**src/rtl/instr_decode_pkg.sv**
```systemverilog
// instr_decode_pkg: shared widths, ALU codes and RV32 opcode/funct constants for the decoder.
// Revision 1.0
`default_nettype none

`ifndef DSIZE
`define DSIZE 32
`endif

package instr_decode_pkg;

  localparam logic [3:0] c_CODE_ADD  = 4'd0;
  localparam logic [3:0] c_CODE_MUL  = 4'd1;
  localparam logic [3:0] c_CODE_ADDI = 4'd2;
  localparam logic [3:0] c_CODE_LW   = 4'd3;
  localparam logic [3:0] c_CODE_SW   = 4'd4;
  localparam logic [3:0] c_CODE_BNE  = 4'd5;

  localparam logic [6:0] c_OP_REG    = 7'b0110011;
  localparam logic [6:0] c_OP_IMM    = 7'b0010011;
  localparam logic [6:0] c_OP_LOAD   = 7'b0000011;
  localparam logic [6:0] c_OP_STORE  = 7'b0100011;
  localparam logic [6:0] c_OP_BRANCH = 7'b1100011;

  localparam logic [2:0] c_F3_ADD    = 3'b000;
  localparam logic [2:0] c_F3_LW     = 3'b010;
  localparam logic [2:0] c_F3_SW     = 3'b010;
  localparam logic [2:0] c_F3_BNE    = 3'b001;

  localparam logic [6:0] c_F7_BASE   = 7'b0000000;
  localparam logic [6:0] c_F7_MULDIV = 7'b0000001;

  typedef enum logic [2:0] {
    FMT_R = 3'd0,
    FMT_I = 3'd1,
    FMT_S = 3'd2,
    FMT_B = 3'd3,
    FMT_X = 3'd4
  } fmt_e;

endpackage

`default_nettype wire

```
**src/rtl/instr_decode_reg_scoreboard.sv**
```systemverilog
// reg_scoreboard: pending-write busy vector with writeback clear, accept set and hazard lookup.
// Revision 1.0
`default_nettype none

module reg_scoreboard (
  input  logic       clk,
  input  logic       rst,
  input  logic       i_wb_valid,
  input  logic [4:0] i_wb_rd,
  input  logic       i_set_valid,
  input  logic [4:0] i_rs1,
  input  logic [4:0] i_rs2,
  input  logic       i_use_rs2,
  input  logic [4:0] i_rd,
  output logic       o_hazard
);

  logic [31:0] r_busy;
  logic [31:0] w_clr_mask;
  logic [31:0] w_set_mask;
  logic [31:0] w_busy_clr;

  assign w_clr_mask = i_wb_valid  ? (32'd1 << i_wb_rd) : 32'd0;
  assign w_set_mask = i_set_valid ? (32'd1 << i_rd)    : 32'd0;
  // Lookups see the register as free in the cycle it retires.
  assign w_busy_clr = r_busy & ~w_clr_mask;

  assign o_hazard = w_busy_clr[i_rs1]
                  | (i_use_rs2 & w_busy_clr[i_rs2])
                  | ((i_rd != 5'd0) & w_busy_clr[i_rd]);

  always_ff @(posedge clk or posedge rst) begin
    if (rst) begin
      r_busy <= 32'd0;
    end else begin
      r_busy <= (w_busy_clr | w_set_mask) & ~32'd1;
    end
  end

endmodule

`default_nettype wire

```
**src/rtl/instr_decode.sv**
```systemverilog
// instr_decode: RV32 subset decoder with busy-scoreboard stall and a DEPTH-entry output FIFO.
// Revision 1.0
`default_nettype none

module instr_decode
  import instr_decode_pkg::*;
#(
  parameter int DSIZE = `DSIZE,
  parameter int DEPTH = 2
) (
  input  logic             clk,
  input  logic             rst,
  input  logic             in_valid,
  output logic             in_ready,
  input  logic [31:0]      instr,
  output logic             out_valid,
  input  logic             out_ready,
  output logic [3:0]       instr_code,
  output logic [4:0]       rs1,
  output logic [4:0]       rs2,
  output logic [4:0]       rd,
  output logic [DSIZE-1:0] imm,
  output logic             illegal,
  input  logic             wb_valid,
  input  logic [4:0]       wb_rd
);

  localparam int PW = (DEPTH > 1) ? $clog2(DEPTH) : 1;
  localparam int CW = $clog2(DEPTH + 1);

  typedef struct packed {
    logic [3:0]       code;
    logic [4:0]       rs1;
    logic [4:0]       rs2;
    logic [4:0]       rd;
    logic [DSIZE-1:0] imm;
    logic             illegal;
  } entry_t;

  fmt_e       w_fmt;
  logic [3:0] w_code;
  logic       w_use_rs2;
  logic       w_hazard;
  logic       w_full;
  logic       w_push;
  logic       w_pop;
  entry_t     w_entry;
  entry_t     w_head;

  always_comb begin
    w_fmt  = FMT_X;
    w_code = c_CODE_ADD;
    unique case (instr[6:0])
      c_OP_REG: begin
        if (instr[14:12] == c_F3_ADD && instr[31:25] == c_F7_BASE) begin
          w_fmt  = FMT_R;
          w_code = c_CODE_ADD;
        end else if (instr[14:12] == c_F3_ADD && instr[31:25] == c_F7_MULDIV) begin
          w_fmt  = FMT_R;
          w_code = c_CODE_MUL;
        end
      end
      c_OP_IMM: if (instr[14:12] == c_F3_ADD) begin
        w_fmt  = FMT_I;
        w_code = c_CODE_ADDI;
      end
      c_OP_LOAD: if (instr[14:12] == c_F3_LW) begin
        w_fmt  = FMT_I;
        w_code = c_CODE_LW;
      end
      c_OP_STORE: if (instr[14:12] == c_F3_SW) begin
        w_fmt  = FMT_S;
        w_code = c_CODE_SW;
      end
      c_OP_BRANCH: if (instr[14:12] == c_F3_BNE) begin
        w_fmt  = FMT_B;
        w_code = c_CODE_BNE;
      end
      default: ;
    endcase
  end

  always_comb begin
    w_entry         = '0;
    w_entry.code    = w_code;
    w_entry.rs1     = instr[19:15];
    w_entry.rs2     = instr[24:20];
    w_entry.illegal = (w_fmt == FMT_X);
    // Only R and I formats write a destination register.
    if (w_fmt == FMT_R || w_fmt == FMT_I) begin
      w_entry.rd = instr[11:7];
    end
    unique case (w_fmt)
      FMT_I:   w_entry.imm = {{(DSIZE-12){instr[31]}}, instr[31:20]};
      FMT_S:   w_entry.imm = {{(DSIZE-12){instr[31]}}, instr[31:25], instr[11:7]};
      FMT_B:   w_entry.imm = {{(DSIZE-13){instr[31]}}, instr[31], instr[7],
                              instr[30:25], instr[11:8], 1'b0};
      default: w_entry.imm = '0;
    endcase
  end

  assign w_use_rs2 = (w_fmt == FMT_R) || (w_fmt == FMT_S) || (w_fmt == FMT_B);

  reg_scoreboard u_scoreboard (
    .clk         (clk),
    .rst         (rst),
    .i_wb_valid  (wb_valid),
    .i_wb_rd     (wb_rd),
    .i_set_valid (w_push),
    .i_rs1       (w_entry.rs1),
    .i_rs2       (w_entry.rs2),
    .i_use_rs2   (w_use_rs2),
    .i_rd        (w_entry.rd),
    .o_hazard    (w_hazard)
  );

  entry_t         r_mem [DEPTH];
  logic [PW-1:0]  r_wptr;
  logic [PW-1:0]  r_rptr;
  logic [CW-1:0]  r_count;
  logic           r_ready_en;

  function automatic logic [PW-1:0] ptr_inc(input logic [PW-1:0] p);
    return (p == PW'(DEPTH - 1)) ? '0 : p + 1'b1;
  endfunction

  assign out_valid = (r_count != '0);
  assign w_full    = (r_count == CW'(DEPTH));
  // r_ready_en keeps in_ready low while rst is held and for the edge it releases on.
  assign in_ready  = r_ready_en & (~w_full | (out_ready & out_valid)) & ~w_hazard;
  assign w_push    = in_valid & in_ready;
  assign w_pop     = out_valid & out_ready;

  always_ff @(posedge clk or posedge rst) begin
    if (rst) begin
      r_wptr     <= '0;
      r_rptr     <= '0;
      r_count    <= '0;
      r_ready_en <= 1'b0;
    end else begin
      r_ready_en <= 1'b1;
      if (w_push) r_wptr <= ptr_inc(r_wptr);
      if (w_pop)  r_rptr <= ptr_inc(r_rptr);
      if (w_push && !w_pop)      r_count <= r_count + 1'b1;
      else if (!w_push && w_pop) r_count <= r_count - 1'b1;
    end
  end

  always_ff @(posedge clk) begin
    if (w_push) r_mem[r_wptr] <= w_entry;
  end

  assign w_head     = r_mem[r_rptr];
  assign instr_code = out_valid ? w_head.code    : 4'd0;
  assign rs1        = out_valid ? w_head.rs1     : 5'd0;
  assign rs2        = out_valid ? w_head.rs2     : 5'd0;
  assign rd         = out_valid ? w_head.rd      : 5'd0;
  assign imm        = out_valid ? w_head.imm     : '0;
  assign illegal    = out_valid ? w_head.illegal : 1'b0;

endmodule

`default_nettype wire

```
**config.mk**
```make
export PLATFORM = sky130hd
export DESIGN_NAME = instr_decode
export DESIGN_NICKNAME = d
export VERILOG_FILES = /design/src/rtl/instr_decode_pkg.sv /design/src/rtl/instr_decode_reg_scoreboard.sv /design/src/rtl/instr_decode.sv
export SDC_FILE = /design/constraint.sdc
export NUM_CORES = 1
export LEC_CHECK = 0
export ABC_AREA = 0
export BUFFER_PORTS_ARGS = -buffer_cell sky130_fd_sc_hd__clkbuf_2
export CORE_MARGIN = 5
export CORE_UTILIZATION = 45
export CTS_BUF_LIST = sky130_fd_sc_hd__clkbuf_16
export CTS_CLUSTER_DIAMETER = 100
export DETAILED_ROUTE_END_ITERATION = 8
export PLACE_DENSITY = 0.66
export REMOVE_ABC_BUFFERS = 1
export SYNTH_ARGS = -nofsm -noshare
export SYNTH_HDL_FRONTEND = slang
export SYNTH_SLANG_ARGS = --single-unit
```
**constraint.sdc**
```tcl
create_clock -name clk -period 9.1 [get_ports clk]
set_clock_uncertainty 0.1 [all_clocks]
set_input_delay 1.365 -clock clk [delete_from_list [all_inputs] [get_ports clk]]
set_output_delay 1.365 -clock clk [all_outputs]
set_load 0.01 [all_outputs]
```
==> results.yml, run 1 <==
cts:
  cts_tree: "built"
  cts.sinks: 100
  cts-root-buf: "clkbuf_16"
  ctsHoldBuffers: 0
  clock_latency_ns: 0.35
  path_clk_slew_ns: 0.08
  htree_levels: 3
  clockBufferDepth: 2
  cts_setup_buffers: 0
  cts_resized: 0
  cts_buffers: 9
logic_synthesis:
  synth_cells: 552
  ys_seq_area_share_pct: 48.3
  avgSynthCellArea_um2: 10.6
  synthArstFlopShare_pct: 36.0
  synthDominantAreaCellType: "edfxtp_1"
  syn-cell-area_um2: 5840
  ys_types: 78
  ys_seq_elements: 100
  yosysTopAreaCellShare_pct: 32.9
  yosys_warnings: 0
  netlist_top_cells_count: "64 x edfxtp_1, 53 x nor2_1, 47 x mux2i_1"
  synthTopCellsByArea: "edfxtp_1 33%, dfrtp_1 15%, mux2i_1 8.0%, o21ai_0 3.5%, nor2_1 3.4%"
  synth_edf_count: 64
  synth_ff_type: "edfxtp_1"
  yosysMostFrequentCell: "edfxtp_1"
critical_path:
  startpoint_type: "input port"
  worst-path-max-fanout: 7
  worstReg2RegStart: "u_scoreboard.r_busy[23]$_DFF_PP0_"
  critical_path_arrival_ns: 4.07
  r2r_setup_slack_ns: 5.79
  worstPathRequired_ns: 7.64
  r2r-end: "r_mem[1][41]$_DFFE_PP_"
  setup.worst_path.class: "in2out"
  rr_worst_depth: 8
  cp-end-kind: "output port"
worst_hold_path:
  hp-class: "reg2reg"
  hp-start: "r_count[1]$_DFFE_PP0P_"
  hold-path-endpoint: "r_count[1]$_DFFE_PP0P_"
  min_path_cells: 1
power_and_ir_drop:
  p_int_mw: 0.925
  ir_drop_v: 0.000125
  p_seq_share_pct: 41.0
  p_leak_nw: 2.67
  clkPwrFrac_pct: 25.9
  switching_share_pct: 35.5
  power.density_nw_per_um2: 219
  p_comb_share_pct: 33.1
  switchingPower_mw: 0.510
layout:
  final_nets: 649
  areaGrowthSynthToFinish_pct: 12.2
  diodes: 0
  final_cell_count_no_fill: 783
  drive_above_1_share_pct: 22.4
global_route:
  grt_pass1_wl_um: 24600
  grt_pass1_vias: 4433
  grt_util_all_layers_pct: 21.0
  grt_max_degree: 37
  grt.overflow.total: 0
  grt_antenna_before_repair: 0
route:
  vias_per_cell: 6.20
  wirelength_um: 16100
  drt_pass1_iterations: 5
  drtIter0Drc: 620
  drc: 0
  vias: 4852
  antenna_left: 0
  wl_per_cell_um: 20.5
place:
  place.gp.congestion: 1.00
  hpwl_um: 11700
  io_buffer_count: 94
  post-place-ws_ns: 3.62
  post-place-cells: 767
sta:
  timing.final.crit_share_pct: 60.8
  fmax_ghz: 0.181
  slew_headroom_pct: 26.7
  tns_ns: 0
  hold_viol_final: 0
  worst_slack_ns: 3.57
  maxSlewViolCount: 0
  worst_pin_slew_ns: 1.09
  period_needed_ns: 5.53
  setup_viol: 0
  rsz0062_at_grt: "false"
floorplanning:
  row_count: 41
  die_w_um: 124
  die_area_um2: 15400
  start_util_pct: 46.1
  die_y_um: 124
  io_pins: 96
  coreArea_um2: 12700
outcome:
  status: "finished, final reports clean"
flow_run:
  cap_viol_max_count: 0
[state kept, by name, indices dropped and copies added (netlist names)]
| signal | flops |
|---|---|
| r_mem | 64 |
| r_rptr | 1 |
| r_count | 2 |
| r_ready_en | 1 |
| r_wptr | 1 |
| u_scoreboard.r_busy | 31 |
[cell families (layout without fill, tap and decap cells)]
| kind of cell | after synthesis | after routing | synth area share, % |
|---|---|---|---|
| other | 2 | 2 | 0.129 |
| multiplexers | 56 | 56 | 10.4 |
| AO/OA/AOI/OAI | 141 | 141 | 17.3 |
| XOR/XNOR | 10 | 10 | 1.50 |
| adder cells (fa/ha/maj) | 1 | 1 | 0.214 |
| buffers and inverters | 76 | 135 | 6.53 |
| AND/OR/NAND/NOR | 166 | 166 | 15.7 |
| flip-flops | 100 | 100 | 48.3 |
[placed cells by master (no fill, tap or decap), types with 4 or more instances in the layout]
cell       instances
clkbuf_2          94
edfxtp_1          64
nor2_1            52
mux2i_1           47
o21ai_0           41
dfrtp_1           35
nand2_1           24
inv_1             21
o31ai_1           15
and2_1            12
nand3_1           12
nor3_1            11
o41ai_1           10
o211ai_1           9
clkbuf_16          9
nor2b_1            8
a31oi_1            6
o2111ai_1          6
mux2_2             6
xor2_1             6
nand2b_1           5
nand4b_1           5
o21ai_1            5
nand4_1            5
o311ai_0           5
o22ai_1            5
xnor2_1            4
a2111oi_0          4
a22o_1             4
buf_4              4
[area by class of cell]
class	count	area (µm²)
Timing Repair Buffer	98	500
Sequential cell	100	2820
Tap cell	172	215
Clock inverter	7	68.8
Multi-Input combinational cell	376	2640
Clock buffer	9	225
Inverter	21	78.8
Fill cell	1135	6120
[per-stage QoR]
| step | power (mW) | hold slack (ns) | area (µm²) | utilization [%] |
|---|---|---|---|---|
| after floorplan | 0.863 | 0.356 | 5540 | - |
| after global placement | 1.08 | 0.387 | 6260 | 49.4 |
| after detailed placement | 1.08 | 0.401 | 6260 | 49.4 |
| after CTS | 1.45 | 0.415 | 6560 | 51.7 |
| after global routing | 1.52 | 0.434 | 6560 | 51.7 |
| final | 1.44 | 0.415 | 6560 | 51.7 |
[per-layer routing]
| metal | track usage [%] | share of wire (%) |
|---|---|---|
| met4 | 5.95 | 2.3 |
| met3 | 4.36 | 9.5 |
| met2 | 32.6 | 47 |
| met5 | 0 | 0 |
| met1 | 30.0 | 42 |
[worst max path at each step]
stage | start | to | slack, ns | cells after the start
2_1_floorplan | r_rptr$_DFFE_PP0P_ | imm[12] | 3.71 | 2
3_3_place_gp | instr[21] | in_ready | 3.76 | 10
3_5_place_dp | instr[26] | in_ready | 3.62 | 9
4_1_cts | instr[26] | in_ready | 3.58 | 9
5_1_grt | instr[26] | in_ready | 3.26 | 9
6_report | instr[26] | in_ready | 3.57 | 9
[critical path, cell delays in order]
cell	delay, ns
clkbuf_2	0.09
nor4_1	0.58
a211oi_1	0.19
a2111oi_0	0.78
o2111ai_1	0.25
a32o_1	0.45
nand3_4	0.18
inv_1	0.05
clkbuf_2	0.12
[power groups by stage]
| stage | logic, mW | registers (mW) | clock network (mW) |
|---|---|---|---|
| floorplan | 0.279 | 0.585 | 0 |
| global placement | 0.480 | 0.596 | 0 |
| detailed placement | 0.484 | 0.598 | 0 |
| CTS | 0.484 | 0.589 | 0.378 |
| global route | 0.524 | 0.596 | 0.402 |
| finish | 0.475 | 0.588 | 0.372 |
No activity file was read; power rests on OpenSTA's default activity.
==> run 2: changes to the inputs <==
- PLACE_DENSITY: 0.66 -> 0.69
- clock period: 9.1 -> 4.5 ns (I/O delays scaled with it)
==> run 2 against run 1 <==
  * Count of clock-buffer cells in the layout stayed put
  * Sequential share of layout area is 0.65 points lower
  * Wire length hardly changed
  * Final area is 1.5% higher
  * Cell count is 1.1% higher
  * Worst hold slack worse by 0.090 ns
  * Highest routed layer unchanged
  * Critical path type unchanged
==> results.yml, run 2 (synthesized netlist as in run 1, its figures left out) <==
global_route:
  grt_pass1_vias: 4706
  grt_pass1_wl_um: 25100
  grt.overflow.total: 0
  grt_max_degree: 37
  grt_util_all_layers_pct: 21.2
  grt_antenna_before_repair: 0
route:
  wl_per_cell_um: 20.3
  antenna_left: 0
  wirelength_um: 16100
  vias_per_cell: 6.24
  drc: 0
  drt_pass1_iterations: 5
  drtIter0Drc: 530
  vias: 4946
layout:
  areaGrowthSynthToFinish_pct: 13.9
  reg.largest.list: "r_mem (64), u_scoreboard.r_busy (31), r_count (2)"
  regMostFlops: "r_mem"
  final_common_cell: "clkbuf_2"
  largest_reg_flops: 64
  drive_above_1_share_pct: 23.4
  final_cell_count_no_fill: 792
  final_cell_mix: "94 x clkbuf_2, 64 x edfxtp_1, 52 x nor2_1"
  final_nets: 658
  fillCellCount: 1125
  diodes: 0
floorplanning:
  die_y_um: 124
  start_util_pct: 46.1
  die_area_um2: 15400
  row_count: 41
  coreArea_um2: 12700
  io_pins: 96
  die_w_um: 124
power_and_ir_drop:
  power.density_nw_per_um2: 451
  p_leak_nw: 2.74
  ir_drop_v: 0.000209
  finalPower_mw: 3.00
critical_path:
  setup.worst_path.class: "in2out"
  cp-end-kind: "output port"
  worstPathRequired_ns: 3.72
  worst-path-max-fanout: 14
  startpoint_type: "input port"
  critical_path_arrival_ns: 3.28
cts:
  clock_latency_ns: 0.34
  ctsHoldBuffers: 0
  cts_setup_buffers: 0
  clockBufferDepth: 2
  cts.sinks: 100
  cts-root-buf: "clkbuf_16"
  cts_tree: "built"
  cts_resized: 0
  cts_buffers: 9
  path_clk_slew_ns: 0.07
  htree_levels: 3
outcome:
  status: "finished, final reports clean"
sta:
  slew_headroom_pct: 33.5
  period_needed_ns: 4.06
  rsz0062_at_grt: "false"
  hold_viol_final: 0
  setup_viol: 0
  worst_pin_slew_ns: 0.989
  maxSlewViolCount: 0
  fmax_ghz: 0.247
  timing.final.crit_share_pct: 90.1
place:
  place.gp.congestion: 0.962
  post-place-cells: 776
  io_buffer_count: 94
  hpwl_um: 11900
worst_hold_path:
  hp-class: "in2async"
flow_run:
  cap_viol_max_count: 0
[run 2: per-stage QoR]
step	cell area (µm²)	hold slack [ns]	setup slack, ns	utilization [%]	setup TNS [ns]
after floorplan	5540	0.356	-0.200	-	-4.00
after global placement	6330	0.393	0.537	49.9	0
after detailed placement	6330	0.409	0.490	49.9	0
after CTS	6660	0.333	0.539	52.5	0
after global routing	6660	0.377	0.327	52.5	0
final	6660	0.325	0.445	52.5	0
[run 2: layout make-up]
type | instances | area (µm²) | share of cell area [%]
Sequential cell | 100 | 2820 | 42.4
Tap cell | 172 | 215 | 3.23
Clock inverter | 7 | 101 | 1.52
Inverter | 21 | 78.8 | 1.18
Clock buffer | 9 | 225 | 3.38
Multi-Input combinational cell | 376 | 2640 | 39.7
Timing Repair Buffer | 107 | 568 | 8.54
[run 2: critical path, stage by stage]
cell	delay, ns
clkbuf_2	0.25
nand2b_1	0.49
o21ai_0	0.29
o22ai_1	0.23
nor3_1	0.07
or4_1	0.55
a211o_1	0.39
nand3_4	0.15
inv_1	0.05
clkbuf_2	0.12
[run 2: metal layers]
metal	global-route usage, %	up-vias	routed length, µm
met5	0	-	0
met1	28.1	2357	6320
li1	-	2206	-
met2	34.9	333	7760
met3	3.68	50	1580
met4	7.73	0	433
[run 2: power by group]
group | switching (mW) | internal, mW
combinational | 0.641 | 0.402
clock | 0.345 | 0.493
sequential | 0.0340 | 1.09
total | 1.02 | 1.98
[run 2: path summary, 6_finish.rpt]
check | from | to | cells past startpoint | slack, ns
min in group clk | r_count[1]$_DFFE_PP0P_ | r_count[1]$_DFFE_PP0P_ | 1 | 0.42
worst max-delay path | wb_rd[0] | in_ready | 10 | 0.44
worst min register to register | r_count[1]$_DFFE_PP0P_ | r_count[1]$_DFFE_PP0P_ | 1 | 0.42
worst min-delay path | rst | u_scoreboard.r_busy[13]$_DFF_PP0_ | 3 | 0.32
worst max register to register | u_scoreboard.r_busy[23]$_DFF_PP0_ | r_mem[0][45]$_DFFE_PP_ | 9 | 1.18
max in group asynchronous | rst | r_rptr$_DFFE_PP0P_ | 3 | 3.62
==> run 3: changes to the inputs <==
- BUFFER_PORTS_ARGS: -buffer_cell sky130_fd_sc_hd__clkbuf_2 -> default
- DONT_BUFFER_PORTS: default -> 1
- PLACE_DENSITY: 0.69 -> 0.64
==> run 3 against run 2 <==
  * Critical path depth unchanged
  * Wire length up 0.36%
  * Power decreased by 11%
  * Die area is the same
==> results.yml, run 3 (synthesized netlist as in run 1, its figures left out) <==
cts:
  cts.sinks: 100
  cts_tree: "built"
  path_clk_slew_ns: 0.07
  clockBufferDepth: 2
  cts-root-buf: "clkbuf_16"
  cts_resized: 0
  ctsHoldBuffers: 0
  cts_buffers: 9
  clock_latency_ns: 0.35
  htree_levels: 3
  cts_setup_buffers: 0
sta:
  slew_headroom_pct: 54.4
  tns_ns: 0
  worst_pin_slew_ns: 0.682
  maxSlewViolCount: 0
  period_needed_ns: 3.69
  whs_ns: 0.224
  hold_viol_final: 0
  rsz0062_at_grt: "false"
  fmax_ghz: 0.271
  worst_slack_ns: 0.807
  setup_viol: 0
  timing.final.crit_share_pct: 82.1
floorplanning:
  row_count: 41
  die_area_um2: 15400
  die_w_um: 124
  coreArea_um2: 12700
  die_y_um: 124
  io_pins: 96
  start_util_pct: 46.1
place:
  io_buffer_count: 0
  dpl_cell_area_um2: 5860
  hpwl_um: 11500
  post-place-cells: 681
  place.gp.congestion: 1.05
  post-place-ws_ns: 0.518
global_route:
  grt_util_all_layers_pct: 21.1
  grt_max_degree: 37
  grt_antenna_before_repair: 0
  grt_pass1_vias: 4377
  grt.overflow.total: 0
  grt_pass1_wl_um: 24500
layout:
  final_cell_mix: "64 x edfxtp_1, 51 x nor2_1, 47 x mux2i_1"
  final_common_cell: "edfxtp_1"
  regMostFlops: "r_mem"
  design_area_um2: 6160
  postLayoutCoreUtil_pct: 48.6
  areaGrowthSynthToFinish_pct: 5.44
  drive_above_1_share_pct: 9.71
  reg.largest.list: "r_mem (64), u_scoreboard.r_busy (31), r_count (2)"
  final_nets: 563
  diodes: 0
  fillCellCount: 1149
  largest_reg_flops: 64
  final_cell_count_no_fill: 697
power_and_ir_drop:
  p_leak_nw: 2.32
  power.density_nw_per_um2: 434
  finalPower_mw: 2.67
  ir_drop_v: 0.000181
route:
  vias_per_cell: 6.52
  drc: 0
  wl_per_cell_um: 23.2
  wirelength_um: 16200
  antenna_left: 0
  drt_pass1_iterations: 6
  vias: 4546
  drtIter0Drc: 663
critical_path:
  cp_slowest_cell: "a211oi_4"
  cp_cell_sequence: "nand4b_1, o21ai_0, buf_4, o31ai_1, o32ai_1, nand3b_4, a211oi_4, and4_1, and2_1, buf_4"
  startpoint_type: "input port"
  setup.worst_path.class: "in2reg"
  cpPeakStageDelay_ns: 0.43
  critical_path_arrival_ns: 3.61
  worst-path-max-fanout: 26
  worstPathRequired_ns: 4.42
  worstReg2RegStart: "u_scoreboard.r_busy[11]$_DFF_PP0_"
  crit_path_start: "wb_rd[4]"
  cp-end-kind: "flip-flop"
  cpMostUsedCell: "buf_4"
worst_hold_path:
  hp-class: "in2async"
flow_run:
  cap_viol_max_count: 0
outcome:
  status: "finished, final reports clean"
==> run 3: per-layer routing <==
metal  wire length, µm  track usage (%)  share of wire (%)  vias up
li1                  -                -                  -     2019
met1              6510             28.3                 40     2199
met2              7470             32.3                 46      275
met3              1580             5.31                9.8       53
met4               597             9.45                3.7        0
met5                 0                0                  0        -
==> run 3: worst max-delay path: cells and delay by family <==
family          cells  cell delay [ns]
buf+inv             2             0.58
simple gates        4             1.21
compound gates      4             1.13
==> run 3: cell type report <==
type	count	area [µm²]	share of cell area [%]
timing repair buffer	12	90.1	1.46
multi-input combinational	376	2650	43.0
tap	172	215	3.49
sequential	100	2820	45.8
clock inverter	7	78.8	1.28
inverter	21	78.8	1.28
clock buffer	9	225	3.65
==> run 3: final timing paths <==
kind | endpoint | slack, ns | cells after the start
max in group asynchronous | r_rptr$_DFFE_PP0P_ | 3.71 | 2
worst max register to register | r_mem[0][46]$_DFFE_PP_ | 0.90 | 9
worst max-delay path | r_mem[0][46]$_DFFE_PP_ | 0.81 | 10
worst min register to register | r_count[1]$_DFFE_PP0P_ | 0.41 | 1
min in group clk | u_scoreboard.r_busy[11]$_DFF_PP0_ | 0.32 | 1
worst min-delay path | u_scoreboard.r_busy[13]$_DFF_PP0_ | 0.22 | 2
==> run 3: power breakdown <==
| group | switching [mW] | leakage (nW) | internal (mW) |
|---|---|---|---|
| sequential | 0.0332 | 1.08 | 1.09 |
| clock | 0.352 | 0.146 | 0.439 |
| combinational | 0.538 | 1.09 | 0.227 |
| total | 0.923 | 2.32 | 1.75 |
